$ cat src/rtl/vt52_pkg.sv
// Shared VT52 terminal constants: buffer geometry and
// the character write arbiter state encoding.
package vt52_pkg;

  localparam int ADDR_BITS = 11;
  localparam int COLS      = 80;
  localparam int ROWS      = 25;
  localparam int BUF_CHARS = COLS * ROWS;

  typedef enum logic [1:0] {
    IDLE,
    FILL,
    DONE
  } arb_state_e;

endpackage

$ cat src/rtl/addr_wrap_inc.sv
// Combinational (addr+1) mod BUF_CHARS step over the
// circular character buffer layout.
module addr_wrap_inc #(
  parameter int ADDR_BITS = vt52_pkg::ADDR_BITS,
  parameter int BUF_CHARS = vt52_pkg::BUF_CHARS
) (
  input  logic [ADDR_BITS-1:0] addr,
  output logic [ADDR_BITS-1:0] addr_next
);

  localparam logic [ADDR_BITS-1:0] LAST =
    ADDR_BITS'(BUF_CHARS - 1);

  always_comb begin
    addr_next = (addr == LAST) ? '0
              : addr + ADDR_BITS'(1);
  end

endmodule

$ cat src/rtl/char_write_arbiter.sv
// Arbitrates the char_buffer write port between single writes
// and bulk fills; FILL_ABORT_EN adds a fill_abort input.
module char_write_arbiter #(
  parameter int ADDR_BITS = vt52_pkg::ADDR_BITS,
  parameter int BUF_CHARS = vt52_pkg::BUF_CHARS
) (
  input  logic                 clk,
  input  logic                 reset,
  input  logic [7:0]           cmd_char,
  input  logic [ADDR_BITS-1:0] cmd_addr,
  input  logic                 cmd_valid,
  output logic                 cmd_ready,
  input  logic [7:0]           fill_char,
  input  logic [ADDR_BITS-1:0] fill_addr,
  input  logic [ADDR_BITS-1:0] fill_len,
  input  logic                 fill_start,
`ifdef FILL_ABORT_EN
  input  logic                 fill_abort,
`endif
  output logic                 fill_ready,
  output logic                 fill_done,
  output logic [7:0]           buf_char,
  output logic [ADDR_BITS-1:0] buf_addr,
  output logic                 buf_wen
);

  import vt52_pkg::*;

  localparam logic [ADDR_BITS-1:0] MAX_LEN =
    ADDR_BITS'(BUF_CHARS);

  arb_state_e           state;
  logic [ADDR_BITS-1:0] cnt;
  logic [ADDR_BITS-1:0] cur_addr;
  logic [ADDR_BITS-1:0] inc_in;
  logic [ADDR_BITS-1:0] inc_out;
  logic [ADDR_BITS-1:0] len_c;
  logic [7:0]           fill_ch;
  logic                 stop;

  assign fill_ready = (state == IDLE);
  assign cmd_ready  = fill_ready && !fill_start;
  assign len_c      = (fill_len > MAX_LEN) ? MAX_LEN
                    : fill_len;
  // First write is issued at accept, so step fill_addr then.
  assign inc_in     = fill_ready ? fill_addr : cur_addr;

`ifdef FILL_ABORT_EN
  assign stop = (cnt == '0) || fill_abort;
`else
  assign stop = (cnt == '0);
`endif

  addr_wrap_inc #(
    .ADDR_BITS (ADDR_BITS),
    .BUF_CHARS (BUF_CHARS)
  ) u_inc (
    .addr      (inc_in),
    .addr_next (inc_out)
  );

  always_ff @(posedge clk or posedge reset) begin
    if (reset) begin
      state     <= IDLE;
      cnt       <= '0;
      cur_addr  <= '0;
      fill_ch   <= '0;
      buf_char  <= '0;
      buf_addr  <= '0;
      buf_wen   <= 1'b0;
      fill_done <= 1'b0;
    end else begin
      buf_wen   <= 1'b0;
      fill_done <= 1'b0;
      unique case (state)
        IDLE: begin
          if (fill_start) begin
            fill_ch <= fill_char;
            if (len_c == '0) begin
              state     <= DONE;
              fill_done <= 1'b1;
            end else begin
              state    <= FILL;
              buf_wen  <= 1'b1;
              buf_addr <= fill_addr;
              buf_char <= fill_char;
              cur_addr <= inc_out;
              cnt      <= len_c - ADDR_BITS'(1);
            end
          end else if (cmd_valid) begin
            buf_wen  <= 1'b1;
            buf_addr <= cmd_addr;
            buf_char <= cmd_char;
          end
        end
        FILL: begin
          if (stop) begin
            state     <= DONE;
            fill_done <= 1'b1;
          end else begin
            buf_wen  <= 1'b1;
            buf_addr <= cur_addr;
            buf_char <= fill_ch;
            cur_addr <= inc_out;
            cnt      <= cnt - ADDR_BITS'(1);
          end
        end
        DONE: state <= IDLE;
        default: state <= IDLE;
      endcase
    end
  end

endmodule
$ cat config.mk
export PLATFORM = sky130hd
export DESIGN_NAME = char_write_arbiter
export DESIGN_NICKNAME = d
export VERILOG_FILES = /design/src/rtl/vt52_pkg.sv /design/src/rtl/addr_wrap_inc.sv /design/src/rtl/char_write_arbiter.sv
export SDC_FILE = /design/constraint.sdc
export NUM_CORES = 1
export LEC_CHECK = 0
export ABC_AREA = 1
export CAP_MARGIN = 15
export CORE_MARGIN = 5
export CORE_UTILIZATION = 45
export CTS_CLUSTER_SIZE = 28
export DETAILED_ROUTE_END_ITERATION = 10
export HOLD_SLACK_MARGIN = 0.08
export PLACE_DENSITY = 0.73
export SLEW_MARGIN = 40
export SYNTH_ARGS = -nofsm -noshare
export SYNTH_HDL_FRONTEND = slang
export SYNTH_SLANG_ARGS = --single-unit
$ cat constraint.sdc
create_clock -name clk -period 2 [get_ports clk]
set_clock_uncertainty 0.05 [all_clocks]
set_input_delay 0.4 -clock clk [delete_from_list [all_inputs] [get_ports clk]]
set_output_delay 0.4 -clock clk [all_outputs]
set_load 0.05 [all_outputs]
### Word-level counts from Yosys, hierarchy flattened

Index checks and enable logic that the tools add are counted.

* register bits after elaboration: 53
* latch bits: 0
* RAM bits: 0
* ROM bits: 0
* output and inout bits: 23
* memories: 0

* $add $sub $neg: 3
* multipliers: 0
* divide/modulo/power cells: 0
* $lt $le $gt $ge: 1
* eq/ne operators: 8
* shift operators: 0
* multiplexer cells: 34
* bitwise operators: 0
* reduce and logical (&&, ||, !) cells: 10

Operators with widths (count)
* $mux W11: 13
* $pmux W11 S2: 3
* $mux W8: 4
* $logic_not A11 Y1: 2
* $sub A11 B1 Y11 const B: 2
* $pmux W8 S2: 1
* $add A11 B1 Y11 const B: 1
* $eq A11 B11 Y1 const B: 1
* $gt A11 B11 Y1 const B: 1
* $ne A2 B2 Y1 const B: 4
* $reduce_and A4 Y1: 2
* $mux W1: 7
* $mux W2: 3
* $ne A3 B3 Y1 const B: 2
* $pmux W1 S2: 2
* $pmux W2 S2: 1
* $reduce_and A2 Y1: 2
* $eq A2 B1 Y1 const B: 1
* $logic_not A2 Y1: 1
* $reduce_bool A2 Y1: 1
* $logic_and A1 B1 Y1: 1
* $logic_not A1 Y1: 1

### Longest topological paths before layout

* word-level depth: 7
* mapped depth: 15
* mapped depth without buffers: 15

### By module

A second synthesis with hierarchy kept.

* cells, all modules: 480
* area total of the unflattened synthesis: 3447.1 um2

By module, submodules not included
* char_write_arbiter: times used 1, cells an instance 424, area an instance 3129.3 um2, seq. area each 1326.3 um2
* addr_wrap_inc: times used 1, cells an instance 56, area an instance 317.8 um2, seq. area each 0.0 um2

### Worst setup path before layout

Ideal clock, no wire load.

* kind: input to register
* start point: in fill_len[2]
* end point: reg cnt[10]
* library setup time: 0.117 ns
* arrival time: 1.769 ns
* required time: 1.833 ns
* path slack: 0.064 ns
* cell stages on the path: 15
* cells stage by stage: inv_1 nand2_1 nor2_1 nand2_1 nand2_4 nand2_2 o21ai_0 inv_1 ha_1 inv_1 nor2_1 nand4_1 nand2_1 nand3_1 nand2_1

* cells in the longest elaborated chain, start to end: 6
* elaborated cells on any way between the ends: 9
* classes of those cells: add/sub: 1; order compare: 1; eq/ne: 1; mux: 4; reduce/logical: 2

Ends and longest elaborated chain
* start: declaration: RTL line char_write_arbiter.sv:15 `input logic [ADDR_BITS-1:0] fill_len,`
* $gt A11 B11 Y1: RTL line char_write_arbiter.sv:43 `assign len_c = (fill_len > MAX_LEN) ? MAX_LEN`
* $mux W11 *: RTL line char_write_arbiter.sv:43
* $sub A11 B1 Y11: RTL line char_write_arbiter.sv:88 `cnt <= len_c - ADDR_BITS'(1);`
* $mux W11: RTL line char_write_arbiter.sv:79 `if (len_c == '0) begin`
* $mux W11: RTL line char_write_arbiter.sv:77 `if (fill_start) begin`
* $pmux W11 S2: RTL line char_write_arbiter.sv:75 `unique case (state)`
* end signal: assignment: RTL line char_write_arbiter.sv:88
* end signal: assignment: RTL line char_write_arbiter.sv:105 `cnt <= cnt - ADDR_BITS'(1);`
* end: declaration: RTL line char_write_arbiter.sv:33 `logic [ADDR_BITS-1:0] cnt;`

Every way passes the cells marked *; elsewhere a longest branch is shown, timed or not. The select of a mux whose other input is x is not followed.
A chain may end at the register's enable or synchronous reset.

### Worst setup path in the final report

* start point: in fill_len[3]
* end point: reg cnt[10]

The elaborated chain is that of the path after synthesis.

==> summary.md <==
| Metric | Value |
|---|---|
| Status | `completed` |
| Starting DRC count in detailed routing | `between 200 and 250` |
| Worst Hold Class | `in -> async` |
| Synth cell types | `38` |
| CP endpoint kind | `flop` |
| Syn Area/Cell | `just under 7 sq um` |
| Flop2flop setup slack | `0.07 ns` |
| Top-Level Pins | `76` |
| Leak | `0.002331 uW` |
| Row count | `31` |
| Critical path class | `in -> reg` |
| Final Slew Violations | `0` |
| Vias | `~3,600` |
| Max Buffers Root-to-Sink | `2` |
| Finish-stage setup viols | `0` |
| CTS tree | `yes` |
| Max-cap viol count | `0` |
| Post-Syn Area | `0.003329 sq mm` |
| Initial Utilization | `0.4615` |
| Clock slew at reported path FFs | `approximately 0.090 ns` |
| Die width | `96.02 microns` |
| ANT cells | `0` |
| Largest net degree at the start of global routing | `54` |
| Worst setup margin | `approximately 0.017 ns` |
| Post-synth ARST share | `1.000` |
| Vias in the first global route | `approximately 3,300` |
| Layout cells sized above 1 | `0.2267` |
| Worst reg2reg path depth | `9` |
| Inserted Clock Buffers | `5` |
| Sink Count | `53` |
| RePlAce Congestion | `around 0.89` |
| Fillers | `~620` |
| Post-synth EDFFs | `0` |
| Die area | `~0.0092 sq mm` |
| Number of H-tree levels | `2` |
| Clock root buffer | `clkbuf_8` |
| Max FO, Critical Path | `4` |
| Core area | `roughly 0.007 sq mm` |
| Hpwl dp | `roughly 7.7 mm` |
| Final net count | `655` |
| Worst slew pin tran | `around 0.52 ns` |
| Final wirelength | `around 10 mm` |
| Tcrit/Tclk final | `0.9916` |
| Top FF cell, synth | `dfrtp_1` |
| CP Launch Type | `primary input` |
| Clock period minus worst slack | `around 2.0 ns` |
| Vias per cell | `~5.2` |
| I/O Buffers | `75` |
| R2r endpoint | `cur_addr[6]` |
| Die outline height | `roughly 96 microns` |
| R2r startpoint | `state[1]` |
| Critical path arrival | `2.14 ns` |
| CP required | `between 2 and 2.5 ns` |
| DR pass1 iterations | `6` |
| Routed Antenna Nets | `0` |
| Ys Warns | `0` |
| Synth top area share | `0.3983` |
| Area contributors post-synth | `dfrtp_1 40%, nand2_1 21%, o21ai_0 6.2%` |
| Fmax | `approximately 0.5 GHz` |
| Finished Cell Area | `about 0.0048 sq mm` |
| Hold Buf Count CTS | `0` |
| Worst skew pair latency | `approximately 0.3 ns` |
| # DRC | `0` |
| Setup TNS | `0 ns` |
| Syn Nets | `534` |
| Top cell by count, worst path | `nand2_1` |
| Drt wl/cell | `14.79 microns` |
| Area leader, netlist | `dfrtp_1` |
| Grt ovf | `0` |
| Layout Cells excl Fill | `around 700` |
| Initial antenna violation count | `0` |
| Worst IR Drop VDD | `about 0.86 mV` |
| Placed cells | `683` |
| DP Area | `around 0.0045 sq mm` |
| Area Overhead vs Synth | `45.06%` |
| Power per cell area | `between 1500 and 2000 mW/mm^2` |
| Top cells by count, synth | `183 x nand2_1, 53 x dfrtp_1, 41 x o21ai_0` |
| Worst slack, placed | `-0.4926 ns` |
| First-pass GRT wire length | `15.98 mm` |
| Synth Register Bits | `53` |
| Syn Inst Count | `around 480` |
| Sequential-to-total area share from yosys stat | `0.3983` |
| Max_slew headroom | `0.6501` |
| Worst path cell trace | `clkdlybuf4s50_1 > inv_1 > nand2_2 > nor2_1 > nand2_1 > nand2_4 > nand2_2 > o21ai_2 > inv_2 > ha_4 > inv_4 > nor2_4 > nand4_1 > nand2_1 > nand3_1 > nand2_1` |
| Worst path slowest cell | `clkdlybuf4s50_1` |
| Global-route usage over all layers | `0.2234` |
| Fin. Hold Viols | `0` |
| Pwr Total | `just under 8000 uW` |
| Most frequent cell after synthesis | `nand2_1` |
| CP max stage delay | `roughly 0.42 ns` |
-- cell usage in the layout, fill, tap and decap left out, types with 2 or more instances in the layout --
cell type	count
a21oi_1	4
a31o_2	2
buf_12	5
buf_4	53
buf_6	3
clkbuf_8	6
clkdlybuf4s50_1	60
dfrtp_1	52
dlygate4sd2_1	2
dlymetal6s2s_1	8
inv_1	36
inv_2	12
inv_4	4
nand2_1	174
nand2_2	13
nand2_4	3
nand3_1	26
nand3_2	2
nand3b_1	2
nand4_1	5
nor2_1	15
nor2_2	7
nor2_4	6
nor4_1	2
o211ai_1	14
o21ai_0	40
o21ai_1	14
o21ai_2	5
o22ai_1	3
or2_2	3
-- state kept, by name (all words and copies together) (netlist names) --
| register | cells |
|---|---|
| buf_addr | 11 |
| cnt | 11 |
| cur_addr | 11 |
| buf_char | 8 |
| fill_ch | 8 |
| state | 2 |
| buf_wen | 1 |
| fill_done | 1 |
-- critical path: cells and delay by family --
| family | cells | cell delay, ns |
|---|---|---|
| compound gates | 1 | 0.18 |
| buf+inv | 4 | 0.66 |
| simple gates | 10 | 0.69 |
| fa+ha+maj | 1 | 0.19 |
-- repair_timing --
item | CTS | global route
pin swaps | 4 | 26
endpoints found under the hold margin | 0 | 0
gates resized for setup | 15 | 41
cloned | 0 | 1
endpoints found under the setup margin | 12 | 39
setup buffers | 0 | 8
-- where the power goes --
part	internal [uW]	switching (uW)
Sequential	1620	373
Clock	276	339
Combinational	2080	3110
Total	3970	3820
-- worst max-delay path by stage --
| stage | startpoint | endpoint | slack [ns] | cells past startpoint |
|---|---|---|---|---|
| final | fill_len[3] | cnt[10] | 0.02 | 16 |
| after global routing | fill_len[3] | cnt[10] | -0.07 | 16 |
| after CTS | fill_len[7] | cnt[10] | -0.006 | 16 |
| after detailed placement | fill_len[4] | cnt[10] | -0.49 | 16 |
| after floorplan | fill_len[2] | cnt[10] | 0.06 | 15 |
| after global placement | fill_len[4] | cnt[8] | -0.43 | 15 |
-- cells by family (layout without fill, tap and decap cells) --
group,after synthesis,in the layout,share of synthesized area
AOI/OAI and AO/OA,85,85,0.1477
xor gates and xnor gates,2,2,0.005262
adders and majority gates,2,2,0.007515
buffers and inverters,71,192,0.09169
DFF,53,53,0.3983
and+or+nand+nor,266,266,0.3495
-- metal layers --
metal,up-vias,global-route usage,routed length [microns]
met1,1724,0.3258,4677
met2,110,0.3588,4921
met4,0,0.04621,101
li1,1786,-,-
met5,-,0,0
met3,8,0.02346,640
-- layout make-up --
cell class                      count  area [sq um]  area share
Multi-Input combinational cell    355          1817      0.3762
Clock buffer                        7         86.33     0.01788
Tap cell                           99         123.9     0.02565
Timing Repair Buffer              133          1270      0.2630
Sequential cell                    53          1328      0.2749
Inverter                           52         205.2     0.04249
-- through the flow --
step	hold slack, ns	util
floorplan	0.4035	-
global placement	0.4139	0.6240
detailed placement	0.4154	0.6240
CTS	0.4218	0.6412
global route	0.4346	0.6694
finish	0.4065	0.6694
Power figures use the tool's default switching activity.
